==> config.mk <==
export PLATFORM = sky130hd
export DESIGN_NAME = text_buffer_flat
export DESIGN_NICKNAME = d
export VERILOG_FILES = /design/src/rtl/text_buffer_if.sv /design/src/rtl/text_buffer.sv /design/src/flat_wrapper.sv
export SDC_FILE = /design/constraint.sdc
export NUM_CORES = 1
export LEC_CHECK = 0
export BUFFER_PORTS_ARGS = -buffer_cell sky130_fd_sc_hd__buf_2
export CAP_MARGIN = 30
export CORE_AREA = 2 2 290 263
export CTS_CLUSTER_DIAMETER = 30
export DETAILED_ROUTE_END_ITERATION = 16
export DIE_AREA = 0 0 292 265
export HOLD_SLACK_MARGIN = 0.02
export PLACE_DENSITY = 0.65
export SLEW_MARGIN = 5
export SYNTH_ARGS = -nofsm -noshare
export SYNTH_HDL_FRONTEND = slang
export SYNTH_SLANG_ARGS = --single-unit
==> constraint.sdc <==
create_clock -name clk -period 4.7 [get_ports clk]
set_input_delay 1.175 -clock clk [delete_from_list [all_inputs] [get_ports clk]]
set_output_delay 1.175 -clock clk [all_outputs]
set_load 0.1 [all_outputs]
==> src/rtl/text_buffer_if.sv <==
// rtl/text_buffer_if.sv - write stream, read port and status bundle for text_buffer
interface text_buffer_if #(
    parameter int SIZE_X = 16,
    parameter int SIZE_Y = 8
);
    localparam int XW = $clog2(SIZE_X);
    localparam int YW = $clog2(SIZE_Y);

    logic          wr_valid;
    logic          wr_ready;
    logic [6:0]    wr_char;
    logic          clear;
    logic [XW-1:0] char_x;
    logic [YW-1:0] char_y;
    logic [6:0]    char_code;
    logic [XW-1:0] cursor_x;
    logic [YW-1:0] cursor_y;
    logic          busy;

    modport master (
        output wr_valid, wr_char, clear, char_x, char_y,
        input  wr_ready, char_code, cursor_x, cursor_y, busy
    );

    modport slave (
        input  wr_valid, wr_char, clear, char_x, char_y,
        output wr_ready, char_code, cursor_x, cursor_y, busy
    );
endinterface

==> src/rtl/text_buffer.sv <==
// rtl/text_buffer.sv - scrolling character grid with cursor write port and registered read port
module text_buffer #(
    parameter int SIZE_X = 16,
    parameter int SIZE_Y = 8
) (
    input  logic          clk,
    input  logic          rst_n,
    text_buffer_if.slave  bus
);
    localparam int XW = $clog2(SIZE_X);
    localparam int YW = $clog2(SIZE_Y);
    localparam int N  = SIZE_X * SIZE_Y;
    localparam int AW = $clog2(N);
    localparam logic [6:0] SPACE = 7'h20;

    typedef enum logic [1:0] {S_CLEAR, S_IDLE, S_SCROLL} state_t;

    state_t        r_state;
    logic [AW-1:0] r_idx;
    logic [XW-1:0] r_cx;
    logic [YW-1:0] r_cy;
    logic [YW-1:0] r_top;
    logic [YW-1:0] r_scroll_row;
    logic          r_busy;
    logic          r_ready;
    logic [6:0]    r_code;
    logic [6:0]    r_mem [N];

    logic          w_accept;
    logic          w_printable;
    logic          w_lf;
    logic          w_oob;
    logic          w_we;
    logic [YW-1:0] w_rd_row;
    logic [YW-1:0] w_wr_row;
    logic [AW-1:0] w_rd_addr;
    logic [AW-1:0] w_waddr;
    logic [6:0]    w_wdata;

    // Screen row to physical row; SIZE_Y need not be a power of two.
    function automatic logic [YW-1:0] wrap_row(input logic [YW-1:0] a, input logic [YW-1:0] b);
        logic [YW:0] s;
        s = {1'b0, a} + {1'b0, b};
        if (s >= (YW+1)'(SIZE_Y))
            s = s - (YW+1)'(SIZE_Y);
        return s[YW-1:0];
    endfunction

    function automatic logic [AW-1:0] cell_addr(input logic [YW-1:0] row, input logic [XW-1:0] col);
        return AW'(row) * AW'(SIZE_X) + AW'(col);
    endfunction

    assign bus.wr_ready = r_ready && !bus.clear;
    assign bus.busy     = r_busy;
    assign bus.cursor_x = r_cx;
    assign bus.cursor_y = r_cy;
    assign bus.char_code = r_code;

    assign w_accept    = bus.wr_valid && bus.wr_ready;
    assign w_printable = (bus.wr_char >= 7'h20) && (bus.wr_char <= 7'h7E);
    assign w_lf        = (w_printable && (r_cx == XW'(SIZE_X-1))) || (bus.wr_char == 7'h0A);
    assign w_oob       = ({1'b0, bus.char_x} >= (XW+1)'(SIZE_X)) ||
                         ({1'b0, bus.char_y} >= (YW+1)'(SIZE_Y));
    assign w_rd_row    = wrap_row(bus.char_y, r_top);
    assign w_rd_addr   = w_oob ? '0 : cell_addr(w_rd_row, bus.char_x);
    assign w_wr_row    = wrap_row(r_cy, r_top);

    always_comb begin
        w_we    = 1'b0;
        w_waddr = '0;
        w_wdata = SPACE;
        if (!bus.clear) begin
            case (r_state)
                S_CLEAR: begin
                    w_we    = 1'b1;
                    w_waddr = r_idx;
                end
                S_SCROLL: begin
                    w_we    = 1'b1;
                    w_waddr = cell_addr(r_scroll_row, r_idx[XW-1:0]);
                end
                S_IDLE: begin
                    if (w_accept && w_printable) begin
                        w_we    = 1'b1;
                        w_waddr = cell_addr(w_wr_row, r_cx);
                        w_wdata = bus.wr_char;
                    end
                end
                default: w_we = 1'b0;
            endcase
        end
    end

    always_ff @(posedge clk) begin
        if (w_we)
            r_mem[w_waddr] <= w_wdata;
    end

    // Nonblocking read of the array gives read-before-write on a same-cell collision.
    always_ff @(posedge clk or negedge rst_n) begin
        if (!rst_n)
            r_code <= '0;
        else
            r_code <= w_oob ? SPACE : r_mem[w_rd_addr];
    end

    always_ff @(posedge clk or negedge rst_n) begin
        if (!rst_n) begin
            r_state      <= S_CLEAR;
            r_idx        <= '0;
            r_cx         <= '0;
            r_cy         <= '0;
            r_top        <= '0;
            r_scroll_row <= '0;
            r_busy       <= 1'b1;
            r_ready      <= 1'b0;
        end else if (bus.clear) begin
            r_state <= S_CLEAR;
            r_idx   <= '0;
            r_cx    <= '0;
            r_cy    <= '0;
            r_top   <= '0;
            r_busy  <= 1'b1;
            r_ready <= 1'b0;
        end else begin
            case (r_state)
                S_CLEAR: begin
                    if (r_idx == AW'(N-1)) begin
                        r_state <= S_IDLE;
                        r_busy  <= 1'b0;
                        r_ready <= 1'b1;
                    end else begin
                        r_idx <= r_idx + 1'b1;
                    end
                end
                S_SCROLL: begin
                    if (r_idx == AW'(SIZE_X-1)) begin
                        r_state <= S_IDLE;
                        r_busy  <= 1'b0;
                        r_ready <= 1'b1;
                    end else begin
                        r_idx <= r_idx + 1'b1;
                    end
                end
                S_IDLE: begin
                    if (w_accept) begin
                        if (w_printable)
                            r_cx <= w_lf ? '0 : r_cx + 1'b1;
                        else if ((bus.wr_char == 7'h0A) || (bus.wr_char == 7'h0D))
                            r_cx <= '0;
                        else if ((bus.wr_char == 7'h08) && (r_cx != '0))
                            r_cx <= r_cx - 1'b1;
                        // Line feed on the last row rotates the window; the old top row becomes the blank bottom.
                        if (w_lf) begin
                            if (r_cy != YW'(SIZE_Y-1)) begin
                                r_cy <= r_cy + 1'b1;
                            end else begin
                                r_top        <= wrap_row(r_top, YW'(1));
                                r_scroll_row <= r_top;
                                r_idx        <= '0;
                                r_state      <= S_SCROLL;
                                r_busy       <= 1'b1;
                                r_ready      <= 1'b0;
                            end
                        end
                    end
                end
                default: r_state <= S_CLEAR;
            endcase
        end
    end
endmodule

==> src/flat_wrapper.sv <==
// flat-port wrapper written by rule: the top's interface ports become plain ports
module text_buffer_flat 
#(
    parameter int SIZE_X = 16,
    parameter int SIZE_Y = 8
)
  (clk, rst_n, bus_wr_valid, bus_wr_char, bus_clear, bus_char_x, bus_char_y, bus_wr_ready, bus_char_code, bus_cursor_x, bus_cursor_y, bus_busy);
  text_buffer_if #(.SIZE_X(SIZE_X), .SIZE_Y(SIZE_Y)) bus_i ();
  input  logic clk;
  input  logic rst_n;
  input wire logic [$bits(bus_i.wr_valid)-1:0] bus_wr_valid;
  input wire logic [$bits(bus_i.wr_char)-1:0] bus_wr_char;
  input wire logic [$bits(bus_i.clear)-1:0] bus_clear;
  input wire logic [$bits(bus_i.char_x)-1:0] bus_char_x;
  input wire logic [$bits(bus_i.char_y)-1:0] bus_char_y;
  output wire logic [$bits(bus_i.wr_ready)-1:0] bus_wr_ready;
  output wire logic [$bits(bus_i.char_code)-1:0] bus_char_code;
  output wire logic [$bits(bus_i.cursor_x)-1:0] bus_cursor_x;
  output wire logic [$bits(bus_i.cursor_y)-1:0] bus_cursor_y;
  output wire logic [$bits(bus_i.busy)-1:0] bus_busy;
  assign bus_i.wr_valid = bus_wr_valid;
  assign bus_i.wr_char = bus_wr_char;
  assign bus_i.clear = bus_clear;
  assign bus_i.char_x = bus_char_x;
  assign bus_i.char_y = bus_char_y;
  assign bus_wr_ready = bus_i.wr_ready;
  assign bus_char_code = bus_i.char_code;
  assign bus_cursor_x = bus_i.cursor_x;
  assign bus_cursor_y = bus_i.cursor_y;
  assign bus_busy = bus_i.busy;
  text_buffer #(.SIZE_X(SIZE_X), .SIZE_Y(SIZE_Y)) u_core (.clk(clk), .rst_n(rst_n), .bus(bus_i));
endmodule
# Word-level counts from Yosys, hierarchy flattened
# Memories as Yosys holds them, arrays and structs flattened. A register that Yosys moved wholly into a read port is not among the register bits.
# Index checks and enable logic that the tools add are counted.
dict set report totals {
  wordCells 131
  memories 1
  ram_bits 896
  out_inout_bits 16
  ff_bits 24
  in_bits 18
}
# name depth width rd rd_ports_with_merged_regs write_ports line_no
set mem_list {}
lappend mem_list {u_core.r_mem 128 7 1 1 1 text_buffer.sv:27} ;# logic [6:0] r_mem [N];
dict set report classes {
  order_cmp 5
  add_sub_neg 13
  n_eq_ne 17
  n_reduce_logical 26
  bitwise_logic 2
  n_mux 59
}
# cell count
set ops {}
lappend ops {{7-bit 2-to-1 mux} 11}
lappend ops {{7-bit one-hot mux with 3 select lines} 2}
lappend ops {{3-bit 2-to-1 mux} 13}
lappend ops {{7-bit by 4-bit == test with 1-bit output (second input constant)} 4}
lappend ops {{4-bit 2-to-1 mux} 7}
lappend ops {{7-bit by 4-bit adder with 7-bit output} 3}
lappend ops {{1-bit 2-to-1 mux} 16}
lappend ops {{4-bit greater-or-equal comparator (second input constant)} 3}
lappend ops {{2-bit 2-to-1 mux} 6}
lappend ops {{3-bit by 2-bit != test with 1-bit output (second input constant)} 4}
lappend ops {{3-bit != test (second input constant)} 4}
lappend ops {{6-bit AND reduction} 2}
lappend ops {{4-bit nonzero test} 3}
lappend ops {{5-bit AND reduction} 2}
lappend ops {{3-bit by 1-bit subtractor with 3-bit output (second input constant)} 3}
lappend ops {{3-bit by 3-bit adder with 4-bit output} 2}
lappend ops {{4-bit AND reduction} 2}
lappend ops {{2-bit nonzero test} 4}
lappend ops {{7-bit by 1-bit adder with 7-bit output (second input constant)} 1}
lappend ops {{7-bit == test (second input constant)} 1}
lappend ops {{7-bit by 6-bit greater-or-equal comparator with 1-bit output (second input constant)} 1}
lappend ops {{7-bit less-or-equal comparator (second input constant)} 1}
lappend ops {{1-bit logical AND} 6}
lappend ops {{1-bit one-hot mux with 3 select lines} 2}
lappend ops {{other kinds (16)} 19}

# Depth between registers and ports, before layout
# Gate-level depths: netlist of the first run.
dict set report logic_depth {
  ltp_word 9
  depth_mapped 11
  depth_no_buf 9
}

# Least setup slack after synthesis of the first run
# No wires, ideal clock.
dict set report synth_timing {
  kind {input to register}
  startpoint {in bus_clear}
  endpoint {mem u_core.r_mem[0][0] (data pin)}
  setup_time_ps 534
  cell_stages 4
  t_required_ps 4166
  path_buffers 1
  slack_ps 561
  arrival_time_ps 3605
  cell_sequence {clkbuf_1 -> nand4b_4 -> a211oi_4 -> and2_1}
}
dict set report synth_via {
  elab_chain_len 7
}
# item line_no
set synth_rtl {}
lappend synth_rtl {{start: declaration} flat_wrapper.sv:13} ;# input wire logic [$bits(bus_i.clear)-1:0] bus_clear;
lappend synth_rtl {{1-bit zero test} --}
lappend synth_rtl {{1-bit logical AND} text_buffer.sv:53} ;# assign bus.wr_ready = r_ready && !bus.clear;
lappend synth_rtl {{1-bit logical AND} text_buffer.sv:59} ;# assign w_accept = bus.wr_valid && bus.wr_ready;
lappend synth_rtl {{1-bit logical AND} text_buffer.sv:83} ;# if (w_accept && w_printable) begin
lappend synth_rtl {{7-bit 2-to-1 mux} text_buffer.sv:83}
lappend synth_rtl {{7-bit 2-to-1 mux} text_buffer.sv:73} ;# case (r_state)
lappend synth_rtl {{7-bit 2-to-1 mux (*)} text_buffer.sv:72} ;# if (!bus.clear) begin
lappend synth_rtl {{named net u_core.w_wdata[0]} text_buffer.sv:38} ;# logic [6:0] w_wdata;
lappend synth_rtl {{end: declaration} text_buffer.sv:27}
# Mark *: on every way through the listed nets, which the timed path passes. The rest lies on a longest branch.

# Worst setup path in the final report of the first run
dict set report layout_timing {
  startpoint {reg u_core.r_state[1]}
  endpoint {mem u_core.r_mem[113][5], enable pin}
}
dict set report layout_via {
  elab_chain_len 6
  elab_cells_between_ends 10
  classes_between {eq/ne: 2; mux: 6; reduce/logical: 2}
}
# item line_no
set layout_rtl {}
lappend layout_rtl {{start: declaration} text_buffer.sv:18} ;# state_t r_state;
lappend layout_rtl {{start signal: assignment} text_buffer.sv:109} ;# r_state <= S_CLEAR;
lappend layout_rtl {{start signal: assignment} text_buffer.sv:118} ;# r_state <= S_CLEAR;
lappend layout_rtl {{start signal: assignment} text_buffer.sv:129} ;# r_state <= S_IDLE;
lappend layout_rtl {{2-bit == test or 2-bit zero test (tied branches)} text_buffer.sv:73}
lappend layout_rtl {{2-bit OR reduction (no line)} --}
lappend layout_rtl {{1-bit one-hot mux with 2 select lines} text_buffer.sv:73}
lappend layout_rtl {{1-bit 2-to-1 mux} text_buffer.sv:72}
lappend layout_rtl {{1-bit 2-to-1 mux} text_buffer.sv:95} ;# if (w_we)
lappend layout_rtl {{1-bit 2-to-1 mux (implied by the code)} text_buffer.sv:96} ;# r_mem[w_waddr] <= w_wdata;
# Several ways; a longest one is shown, not always the timed one.

==> summary.md, run 1 <==
| Metric | Value |
|---|---|
| Class of the worst hold path | register to register |
| Kind of critical path | register to register |
| Most frequently used flop master after synthesis | sky130_fd_sc_hd__edfxtp_1 |
| Pre-CTS worst setup slack | 0.246 ns |
| Worst setup EP type | register |
| H-Tree Level Count | 4 |
| Highest ir drop seen on vdd | 390 uV |
| Layout filler cell count | approximately 5100 |
| Post-cts resize count | 0 |
| Worst skew pair latency | about 0.74 ns |
| Crit path cell chain | inv_1 -> ha_1 -> nand4b_4 -> a211oi_4 -> a222oi_1 -> or3_1 -> or2_0 -> nor2_1 |
| Sort of element at the start of the critical path | register |
| Number of placed I/O pins | 34 |
| Wire length of the first global-routing pass | roughly 130000 um |
| Number of endpoints with negative hold slack in the final report | 0 |
| Power density relative to cell area | just under 500 nW/um^2 |
| Initial DRC Count | roughly 1700 |
| GR met1 Demand/Resource | 32.3% |
| First-pass iteration count of the detailed router | 5 |
| Tot GR Track Use | 22.4% |
| Switching Share | ~23% |
| Final-report max-slew violation count | 0 |
| Slew HR | 32.9% |
| Vert. Die Dim | 265 um |
| Count of inserted antenna diode cells | 0 |
| Design Area, Final | between 40000 and 50000 sq um |
| Async S/R FF share, synth | under 10% |
| Horizontal extent of the die | 292 um |
| Number of nets in the finished design | around 2000 |
| CTS tree | built |
| Library cells used by synthesis | 59 |
| Maximum fanout along the worst path | 11 |
| Worst slack on hold paths | 0.504 ns |
| Deepest clock path buffer count | 3 |
| CTS Root Buffer Type | sky130_fd_sc_hd__clkbuf_16 |
| Via Count | roughly 18000 |
| Hold-fix buffers, CTS | 0 |
| DRT antenna net count | 0 |
| Cell-internal power | about 17 mW |
| Unrepaired setup endpoints after global routing | no |
| Maxcap violations | 0 |
| Tmin final | 3.93 ns |
| Worst Setup Slack, final | around 0.77 ns |
| Final weighted congestion in routability-driven placement | just over 0.8 |
| Average instance area after synthesis | 21.8 sq um |
| Area of the core | between 70000 and 80000 sq um |
| Start point of the worst min-delay path | u_core.r_scroll_row[1]$_DFFE_PN0P_ |
| Switching power | 4.98 mW |
| Summed negative setup slack over all endpoints | 0 ns |
| Number of flip-flops and latches in the synthesized netlist | between 900 and 1000 |
| Vias in the first global route | about 19000 |
| Clock transition at the register clock pins on the worst setup and hold paths after CTS | ~0.05 ns |
| Effective utilization at floorplan | a little under 50% |
| Number of synthesized flops with an enable pin | 896 |
| Proportion of power drawn by the clock network | 53.1% |
| Global route overflow | 0 |
| Register area share after synthesis | 75.0% |
| Actual slew at the worst max-slew pin | ~1.0 ns |
| Required time at the worst-slack endpoint | roughly 5.1 ns |
| Syn. warnings | 0 |
| Total die area | just under 80000 sq um |
| Pin count of the biggest net entering global routing | 85 |
| Post-Syn Area | between 30000 and 40000 sq um |
| Placed cell area | 39100 sq um |
| Flop pwr share | approximately two fifths |
| Site row count | between 90 and 100 |
| Share of cells above drive strength 1 | about 37% |
| Run status | complete, no violations |
| Initial antenna violation count | 0 |
| Mean routed wirelength per cell | around 28 um |
| Layout Skew | 0.0267 ns |
| Fraction of met2 tracks used by global routing | between 30% and 40% |
| Max incr delay on CP | about 0.66 ns |
| Setup-failing EPs final | 0 |
| Worst Hold Endpoint | u_core.r_scroll_row[1]$_DFFE_PN0P_ |
| Count of mapped cells out of synthesis | around 1700 |
| Total Routed Length | about 84000 um |
| Startpoint of the worst-slack reg-to-reg timing path | u_core.r_state[1]$_DFFE_PN0P_ |
| HPWL Detailed | 50900 um |
| Number of buffers created by CTS | roughly 160 |
| R2r endpoint | u_core.r_mem[113][5]$_DFFE_PP_ |
| Upper clock frequency limit | 254 MHz |
| Worst hold stages | 2 |
| Period utilization | between 80% and 90% |
| Part of the total power dissipated in combinational logic | 5.4% |
| Remaining DRCs | 0 |
| Most used routing layer | met2 |
| Syn nets | 1728 |
| Count of cells along the worst register-to-register path | 8 |
| Number of clock sinks seen by CTS | 927 |
| Leakage power total | approximately 15 nW |
| Routed via count divided by cell count | slightly above 6 |
| Reg2reg setup slack | 0.77 ns |
| Port buffer count | 33 |
| Setup repair bufs after CTS | 0 |
| Area growth syn-to-layout | 20.9% |
| Slowest stage cell on the critical path | sky130_fd_sc_hd__or3_1 |
| Met3 Use GR | 5.41% |
| Arrival @ worst endpoint | approximately 4.3 ns |
-- worst max-delay path, delay by kind of cell (launching register included) --
kind	cells	cell delay [ns]
AO/OA/AOI/OAI	2	0.75
adder cells (fa/ha/maj)	1	0.37
buffers and inverters	1	0.09
flip-flops	1	0.41
AND/OR/NAND/NOR	4	1.92
-- kinds of logic after synthesis --
| family | count (synthesis) | share of synthesized area [%] |
|---|---|---|
| flip-flops | 927 | 75.0 |
| multiplexers | 314 | 18.1 |
| AND/OR/NAND/NOR | 234 | 3.11 |
| buffers and inverters | 115 | 1.42 |
| AO/OA/AOI/OAI | 85 | 1.71 |
| adder cells (fa/ha/maj) | 14 | 0.515 |
| XOR/XNOR | 7 | 0.166 |
-- per-stage QoR --
step                      power (mW)  instances  util (%)
after floorplan                 10.1       1696         -
after global placement          10.5       2722      52.6
after detailed placement        10.5       2723      52.6
after CTS                       22.2       3019      60.0
after global routing            22.6       3021      60.0
final                           22.0       3021      60.0
-- power groups by stage --
stage | Sequential, mW | Combinational, mW | Clock, mW
finish | 9.13 | 1.20 | 11.7
global placement | 9.28 | 1.17 | 0
floorplan | 9.37 | 0.692 | 0
detailed placement | 9.28 | 1.19 | 0
CTS | 9.13 | 1.20 | 11.8
global route | 9.12 | 1.28 | 12.2
-- final cells by class --
class	count	area [sq um]	area share, %
Clock buffer	172	4040	9.05
Inverter	12	45.0	0.101
Timing Repair Buffer	162	1400	3.14
Sequential cell	927	27700	62.1
Clock inverter	124	1490	3.35
Multi-Input combinational cell	654	8730	19.6
Tap cell	970	1210	2.72
-- synth_stat cells, types with 5 or more instances --
cell	number	area share, %
sky130_fd_sc_hd__mux2_2	18	0.55
sky130_fd_sc_hd__a211oi_1	6	0.12
sky130_fd_sc_hd__buf_4	5	0.10
sky130_fd_sc_hd__nor2_1	86	0.87
sky130_fd_sc_hd__mux4_2	280	17
sky130_fd_sc_hd__a311oi_1	6	0.14
sky130_fd_sc_hd__ha_1	12	0.41
sky130_fd_sc_hd__nand2_1	17	0.17
sky130_fd_sc_hd__inv_1	12	0.12
sky130_fd_sc_hd__nand3_1	14	0.19
sky130_fd_sc_hd__clkbuf_1	51	0.52
sky130_fd_sc_hd__mux2i_1	16	0.43
sky130_fd_sc_hd__or2_2	7	0.12
sky130_fd_sc_hd__nand2b_1	5	0.085
sky130_fd_sc_hd__a22o_1	11	0.26
sky130_fd_sc_hd__a21oi_1	14	0.19
sky130_fd_sc_hd__a22oi_1	6	0.12
sky130_fd_sc_hd__and2_1	7	0.12
sky130_fd_sc_hd__dfrtp_1	30	2.0
sky130_fd_sc_hd__buf_1	8	0.081
sky130_fd_sc_hd__nor2b_1	8	0.14
sky130_fd_sc_hd__o31ai_1	5	0.10
sky130_fd_sc_hd__nor3_1	68	0.92
sky130_fd_sc_hd__edfxtp_1	896	73
sky130_fd_sc_hd__o22ai_1	9	0.15
sky130_fd_sc_hd__buf_2	34	0.46
sky130_fd_sc_hd__o21ai_0	11	0.15
-- how the worst max path moves through the flow --
| stage | from | end | slack, ns | cells past startpoint |
|---|---|---|---|---|
| 2_1_floorplan | bus_clear | u_core.r_mem[0][0]$_DFFE_PP_ | 0.56 | 4 |
| 3_3_place_gp | bus_wr_char[4] | u_core.r_mem[61][1]$_DFFE_PP_ | 0.38 | 8 |
| 3_5_place_dp | bus_wr_char[6] | u_core.r_mem[15][0]$_DFFE_PP_ | 0.25 | 7 |
| 4_1_cts | u_core.r_state[1]$_DFFE_PN0P_ | u_core.r_mem[113][5]$_DFFE_PP_ | 0.79 | 8 |
| 5_1_grt | u_core.r_state[1]$_DFFE_PN0P_ | u_core.r_mem[113][5]$_DFFE_PP_ | 0.53 | 8 |
| 6_report | u_core.r_state[1]$_DFFE_PN0P_ | u_core.r_mem[113][5]$_DFFE_PP_ | 0.77 | 8 |
-- registers in the layout, indices dropped and copies added (netlist names) --
signal	flops
u_core.r_mem	896
u_core.bus.char_code	7
u_core.r_idx	7
u_core.bus.cursor_x	4
u_core.bus.cursor_y	3
u_core.r_scroll_row	3
u_core.r_top	3
u_core.r_state	2
u_core.bus.busy	1
u_core.r_ready	1
-- routing by layer --
| metal | vias up | part of all wire (%) |
|---|---|---|
| met5 | - | 0 |
| met4 | 0 | 1.9 |
| met3 | 109 | 8.4 |
| met2 | 855 | 47 |
| met1 | 9714 | 42 |
| li1 | 7668 | - |
-- layout by cell type (no fill, tap or decap), types with 18 or more instances in the layout --
cell / n
sky130_fd_sc_hd__buf_12: 19
sky130_fd_sc_hd__buf_2: 30
sky130_fd_sc_hd__buf_4: 109
sky130_fd_sc_hd__bufinv_16: 21
sky130_fd_sc_hd__clkbuf_16: 159
sky130_fd_sc_hd__clkinv_2: 22
sky130_fd_sc_hd__dfrtp_1: 30
sky130_fd_sc_hd__edfxtp_1: 896
sky130_fd_sc_hd__inv_6: 19
sky130_fd_sc_hd__mux2_2: 18
sky130_fd_sc_hd__mux4_2: 280
sky130_fd_sc_hd__nor2_1: 86
sky130_fd_sc_hd__nor3_1: 68
Power figures use the tool's default switching activity.
==> inputs of run 2 (changes only) <==
--- a/config.mk
+++ b/config.mk
@@ -5,14 +5,15 @@
 export SDC_FILE = /design/constraint.sdc
 export NUM_CORES = 1
 export LEC_CHECK = 0
+export ABC_AREA = 1
 export BUFFER_PORTS_ARGS = -buffer_cell sky130_fd_sc_hd__buf_2
 export CAP_MARGIN = 30
-export CORE_AREA = 2 2 290 263
+export CORE_AREA = 2 2 296 269
 export CTS_CLUSTER_DIAMETER = 30
 export DETAILED_ROUTE_END_ITERATION = 16
-export DIE_AREA = 0 0 292 265
+export DIE_AREA = 0 0 298 271
 export HOLD_SLACK_MARGIN = 0.02
-export PLACE_DENSITY = 0.65
+export PLACE_DENSITY = 0.67
 export SLEW_MARGIN = 5
 export SYNTH_ARGS = -nofsm -noshare
 export SYNTH_HDL_FRONTEND = slang
==> constraint.sdc (replaced) <==
create_clock -name clk -period 3.45 [get_ports clk]
set_input_delay 0.8625 -clock clk [delete_from_list [all_inputs] [get_ports clk]]
set_output_delay 0.8625 -clock clk [all_outputs]
set_load 0.1 [all_outputs]
==> run 2 against run 1 <==
  * Setup slack lost 0.26 ns
  * Global-route usage grew 2.7 points
  * Sequential share of layout area shrank 2.5 points
  * Routed wire length grew 21%
  * Clock power grew 25%
  * Via count grew 46%
  * Die area grew 4.4%
  * Fmax grew 34%
  * Sequential power grew 36%
  * Register-to-register slack lost 0.26 ns
  * Highest routed layer unchanged
==> summary.md, run 2 <==
| Metric | Value |
|---|---|
| Number of flip-flops and latches in the synthesized netlist | 927 (unchanged) |
| Highest ir drop seen on vdd | 529 uV (was 390 uV) |
| Class of the worst hold path | input port to asynchronous set/reset pin (was register to register) |
| Horizontal extent of the die | 298 um (was 292 um) |
| Most numerous cell in the Yosys netlist | sky130_fd_sc_hd__nand2_1 (was sky130_fd_sc_hd__edfxtp_1) |
| Post-Syn Area | 38500 sq um (was 36900 sq um) |
| Average instance area after synthesis | 11.3 sq um (was 21.8 sq um) |
| Area used by sequential logic in the layout | 27700 sq um (unchanged) |
| H-Tree Level Count | 4 (unchanged) |
| Number of synthesized flops with an enable pin | 896 (unchanged) |
| Core utilization of the finished layout | 60.0% (about the same) |
| Arrival @ worst endpoint | 3.38 ns (was 4.28 ns) |
| Final weighted congestion in routability-driven placement | 0.863 (was 0.830) |
| HPWL Detailed | 59700 um (was 50900 um) |
| Max reg flops | 896 (unchanged) |
| Maxcap violations | 0 (unchanged) |
| Site row count | 97 (was 95) |
| Tmin final | 2.94 ns (was 3.93 ns) |
| Tot GR Track Use | 25.1% (was 22.4%) |
| Number of endpoints with negative hold slack in the final report | 0 (unchanged) |
| Pin count of the biggest net entering global routing | 152 (was 85) |
| CTS Root Buffer Type | sky130_fd_sc_hd__clkbuf_16 (unchanged) |
| Number of clock sinks seen by CTS | 927 (unchanged) |
| Period utilization | 85.1% (was 83.6%) |
| Total Routed Length | 102000 um (was 83900 um) |
| Vias in the first global route | 25915 (was 18838) |
| Total die area | 80800 sq um (was 77400 sq um) |
| Leakage power total | 17.4 nW (was 15.2 nW) |
| Register with the highest flop count | u_core.r_mem (unchanged) |
| Async S/R FF share, synth | 3.34% (unchanged) |
| Count of inserted antenna diode cells | 0 (unchanged) |
| Remaining DRCs | 0 (unchanged) |
| Count of mapped cells out of synthesis | 3402 (was 1696) |
| Register area share after synthesis | 72.0% (was 75.0%) |
| Worst slack on hold paths | 0.300 ns (was 0.504 ns) |
| Most common cell after layout, fill and taps aside | sky130_fd_sc_hd__nand2_1 (was sky130_fd_sc_hd__edfxtp_1) |
| Deepest clock path buffer count | 3 (unchanged) |
| Area of the core | 77400 sq um (was 74300 sq um) |
| Effective utilization at floorplan | 49.7% (about the same) |
| Top cell type by total area after synthesis | sky130_fd_sc_hd__edfxtp_1 (unchanged) |
| Layout Skew | 0.0267 ns (about the same) |
| Share of cells above drive strength 1 | 14.5% (was 36.6%) |
| Number of nets in the finished design | 3647 (was 1947) |
| Unrepaired setup endpoints after global routing | no (unchanged) |
| Cell types occupying the most area after synthesis | sky130_fd_sc_hd__edfxtp_1 (70%), sky130_fd_sc_hd__nand2_1 (11%), sky130_fd_sc_hd__nand3_1 (11%) (was sky130_fd_sc_hd__edfxtp_1 (73%), sky130_fd_sc_hd__mux4_2 (17%), sky130_fd_sc_hd__dfrtp_1 (2.0%)) |
| Wire length of the first global-routing pass | 154000 um (was 126000 um) |
| Upper clock frequency limit | 341 MHz (was 254 MHz) |
| Syn. warnings | 0 (unchanged) |
| Setup-failing EPs final | 0 (unchanged) |
| Routed via count divided by cell count | 5.61 (was 6.07) |
| Hold-fix buffers, CTS | 0 (unchanged) |
| Required time at the worst-slack endpoint | 3.89 ns (was 5.05 ns) |
| Post-cts resize count | 0 (unchanged) |
| Power density relative to cell area | 628 nW/um^2 (was 493 nW/um^2) |
| Port buffer count | 33 (unchanged) |
| Layout filler cell count | 6134 (was 5080) |
| CTS tree | built (unchanged) |
| Most frequently used flop master after synthesis | sky130_fd_sc_hd__edfxtp_1 (unchanged) |
| Kind of critical path | register to register (unchanged) |
| Syn nets | 3434 (was 1728) |
| Area fraction of the dominant cell type after synthesis | 70.0% (was 72.9%) |
| Area taken by multi-input logic gates | 9810 sq um (was 8730 sq um) |
| Slew HR | 37.2% (was 32.9%) |
| Number of buffers created by CTS | 152 (was 158) |
| Library cells used by synthesis | 39 (was 59) |
| Initial DRC Count | 3106 (was 1739) |
| Initial antenna violation count | 1 (was 0) |
| First-pass iteration count of the detailed router | 8 (was 5) |
| Worst setup EP type | register (unchanged) |
| Run status | complete, no violations (unchanged) |
| Clock transition at the register clock pins on the worst setup and hold paths after CTS | 0.05 ns (about the same) |
| Vert. Die Dim | 271 um (was 265 um) |
| Worst skew pair latency | 0.73 ns (was 0.74 ns) |
| Synth top cells by count | sky130_fd_sc_hd__nand2_1 (1130), sky130_fd_sc_hd__edfxtp_1 (896), sky130_fd_sc_hd__nand3_1 (827), sky130_fd_sc_hd__nor2_1 (161), sky130_fd_sc_hd__clkbuf_1 (146) (was sky130_fd_sc_hd__edfxtp_1 (896), sky130_fd_sc_hd__mux4_2 (280), sky130_fd_sc_hd__nor2_1 (86), sky130_fd_sc_hd__nor3_1 (68), sky130_fd_sc_hd__clkbuf_1 (51)) |
| Actual slew at the worst max-slew pin | 0.942 ns (was 0.998 ns) |
| Most frequent cells in the layout | sky130_fd_sc_hd__nand2_1 (1129), sky130_fd_sc_hd__edfxtp_1 (896), sky130_fd_sc_hd__nand3_1 (827) (was sky130_fd_sc_hd__edfxtp_1 (896), sky130_fd_sc_hd__mux4_2 (280), sky130_fd_sc_hd__clkbuf_16 (159)) |
| Sort of element at the start of the critical path | register (unchanged) |
| Maximum fanout along the worst path | 8 (was 11) |
| Global route overflow | 0 (unchanged) |
| Final-report max-slew violation count | 0 (unchanged) |
| Area growth syn-to-layout | 20.9% (about the same) |
| Number of placed I/O pins | 34 (unchanged) |
| DRT antenna net count | 0 (unchanged) |
| Via Count | 26845 (was 18346) |
| Setup repair bufs after CTS | 0 (unchanged) |
| Mean routed wirelength per cell | 21.3 um (was 27.8 um) |
run 2: changes by cell type after synthesis, moves of 11 or more:
cell	change
sky130_fd_sc_hd__mux4_2	-280
sky130_fd_sc_hd__nor3_1	-62
sky130_fd_sc_hd__buf_2	-25
sky130_fd_sc_hd__a22o_1	-11
sky130_fd_sc_hd__clkbuf_1	+95
sky130_fd_sc_hd__buf_1	+36
sky130_fd_sc_hd__mux2i_1	-16
sky130_fd_sc_hd__nand3_1	+813
sky130_fd_sc_hd__nand2_1	+1113
sky130_fd_sc_hd__mux2_2	-18
sky130_fd_sc_hd__nor2_1	+75
sky130_fd_sc_hd__inv_1	+42
run 2: critical path, cell delays in order (launching register included):
cell                       delay, ns
sky130_fd_sc_hd__dfrtp_1        0.39
sky130_fd_sc_hd__inv_1          0.11
sky130_fd_sc_hd__ha_1           0.22
sky130_fd_sc_hd__inv_1          0.16
sky130_fd_sc_hd__nor2_4         0.17
sky130_fd_sc_hd__inv_2          0.06
sky130_fd_sc_hd__nor2_4         0.17
sky130_fd_sc_hd__nand2_4        0.12
sky130_fd_sc_hd__o21bai_2       0.17
sky130_fd_sc_hd__inv_1          0.10
sky130_fd_sc_hd__nor2_2         0.27
sky130_fd_sc_hd__nand2_1        0.32
sky130_fd_sc_hd__nor2_1         0.23
sky130_fd_sc_hd__buf_4          0.16
run 2: area by class of cell:
cell class	count	area share, %
clock inverters	113	2.39
repair buffers	262	5.28
multi-input cells	2212	21.1
well taps	1039	2.80
flip-flops and latches	927	59.5
inverters	60	0.517
clock buffers	168	8.38
run 2: final timing paths:
check	cells after the start	slack, ns	startpoint	to
worst max-delay path	13	0.51	u_core.r_state[1]$_DFFE_PN0P_	u_core.r_mem[100][2]$_DFFE_PP_
worst min-delay path	1	0.30	rst_n	u_core.bus.cursor_x[0]$_DFFE_PN0P_
worst max register to register	13	0.51	u_core.r_state[1]$_DFFE_PN0P_	u_core.r_mem[100][2]$_DFFE_PP_
worst min register to register	2	0.47	u_core.bus.busy$_DFFE_PN1P_	u_core.bus.busy$_DFFE_PN1P_
max in group asynchronous	1	2.55	rst_n	u_core.bus.char_code[5]$_DFF_PN0_
min in group clk	2	0.47	u_core.bus.busy$_DFFE_PN1P_	u_core.bus.busy$_DFFE_PN1P_
run 2: routing by layer:
| layer | vias to the layer above | global-route usage, % | wire length (um) |
|---|---|---|---|
| met1 | 12889 | 35.2 | 42600 |
| met3 | 218 | 5.35 | 9960 |
| met2 | 1347 | 38.6 | 46500 |
| met5 | - | 0 | 0 |
| met4 | 0 | 9.67 | 2910 |
| li1 | 12391 | - | - |
run 2: logic make-up after synthesis:
| family | after synthesis | share of synthesized area, % |
|---|---|---|
| adders and majority gates | 14 | 0.494 |
| DFF | 927 | 72.0 |
| xor gates and xnor gates | 9 | 0.205 |
| buffers and inverters | 263 | 2.66 |
| AOI/OAI and AO/OA | 37 | 0.654 |
| and+or+nand+nor | 2152 | 24.0 |
run 2: metrics by stage:
| step | area [sq um] | TNS (ns) | power (mW) | setup slack, ns | instances |
|---|---|---|---|---|---|
| 4_1_cts | 46500 | 0 | 29.3 | 0.534 | 4781 |
| 3_3_place_gp | 41500 | 0 | 14.7 | 0.239 | 4500 |
| 5_1_grt | 46500 | 0 | 30.0 | 0.349 | 4781 |
| 6_report | 46500 | 0 | 29.2 | 0.513 | 4781 |
| 3_5_place_dp | 41500 | 0 | 14.7 | 0.216 | 4500 |
| 2_1_floorplan | 38500 | -172.98 | 13.9 | -0.225 | 3402 |
run 2: where the power goes:
group	switching, mW	internal (mW)	total [mW]
Clock	5.45	9.20	14.6
Combinational	1.55	0.553	2.11
Sequential	0.0630	12.4	12.4
Total	7.06	22.1	29.2
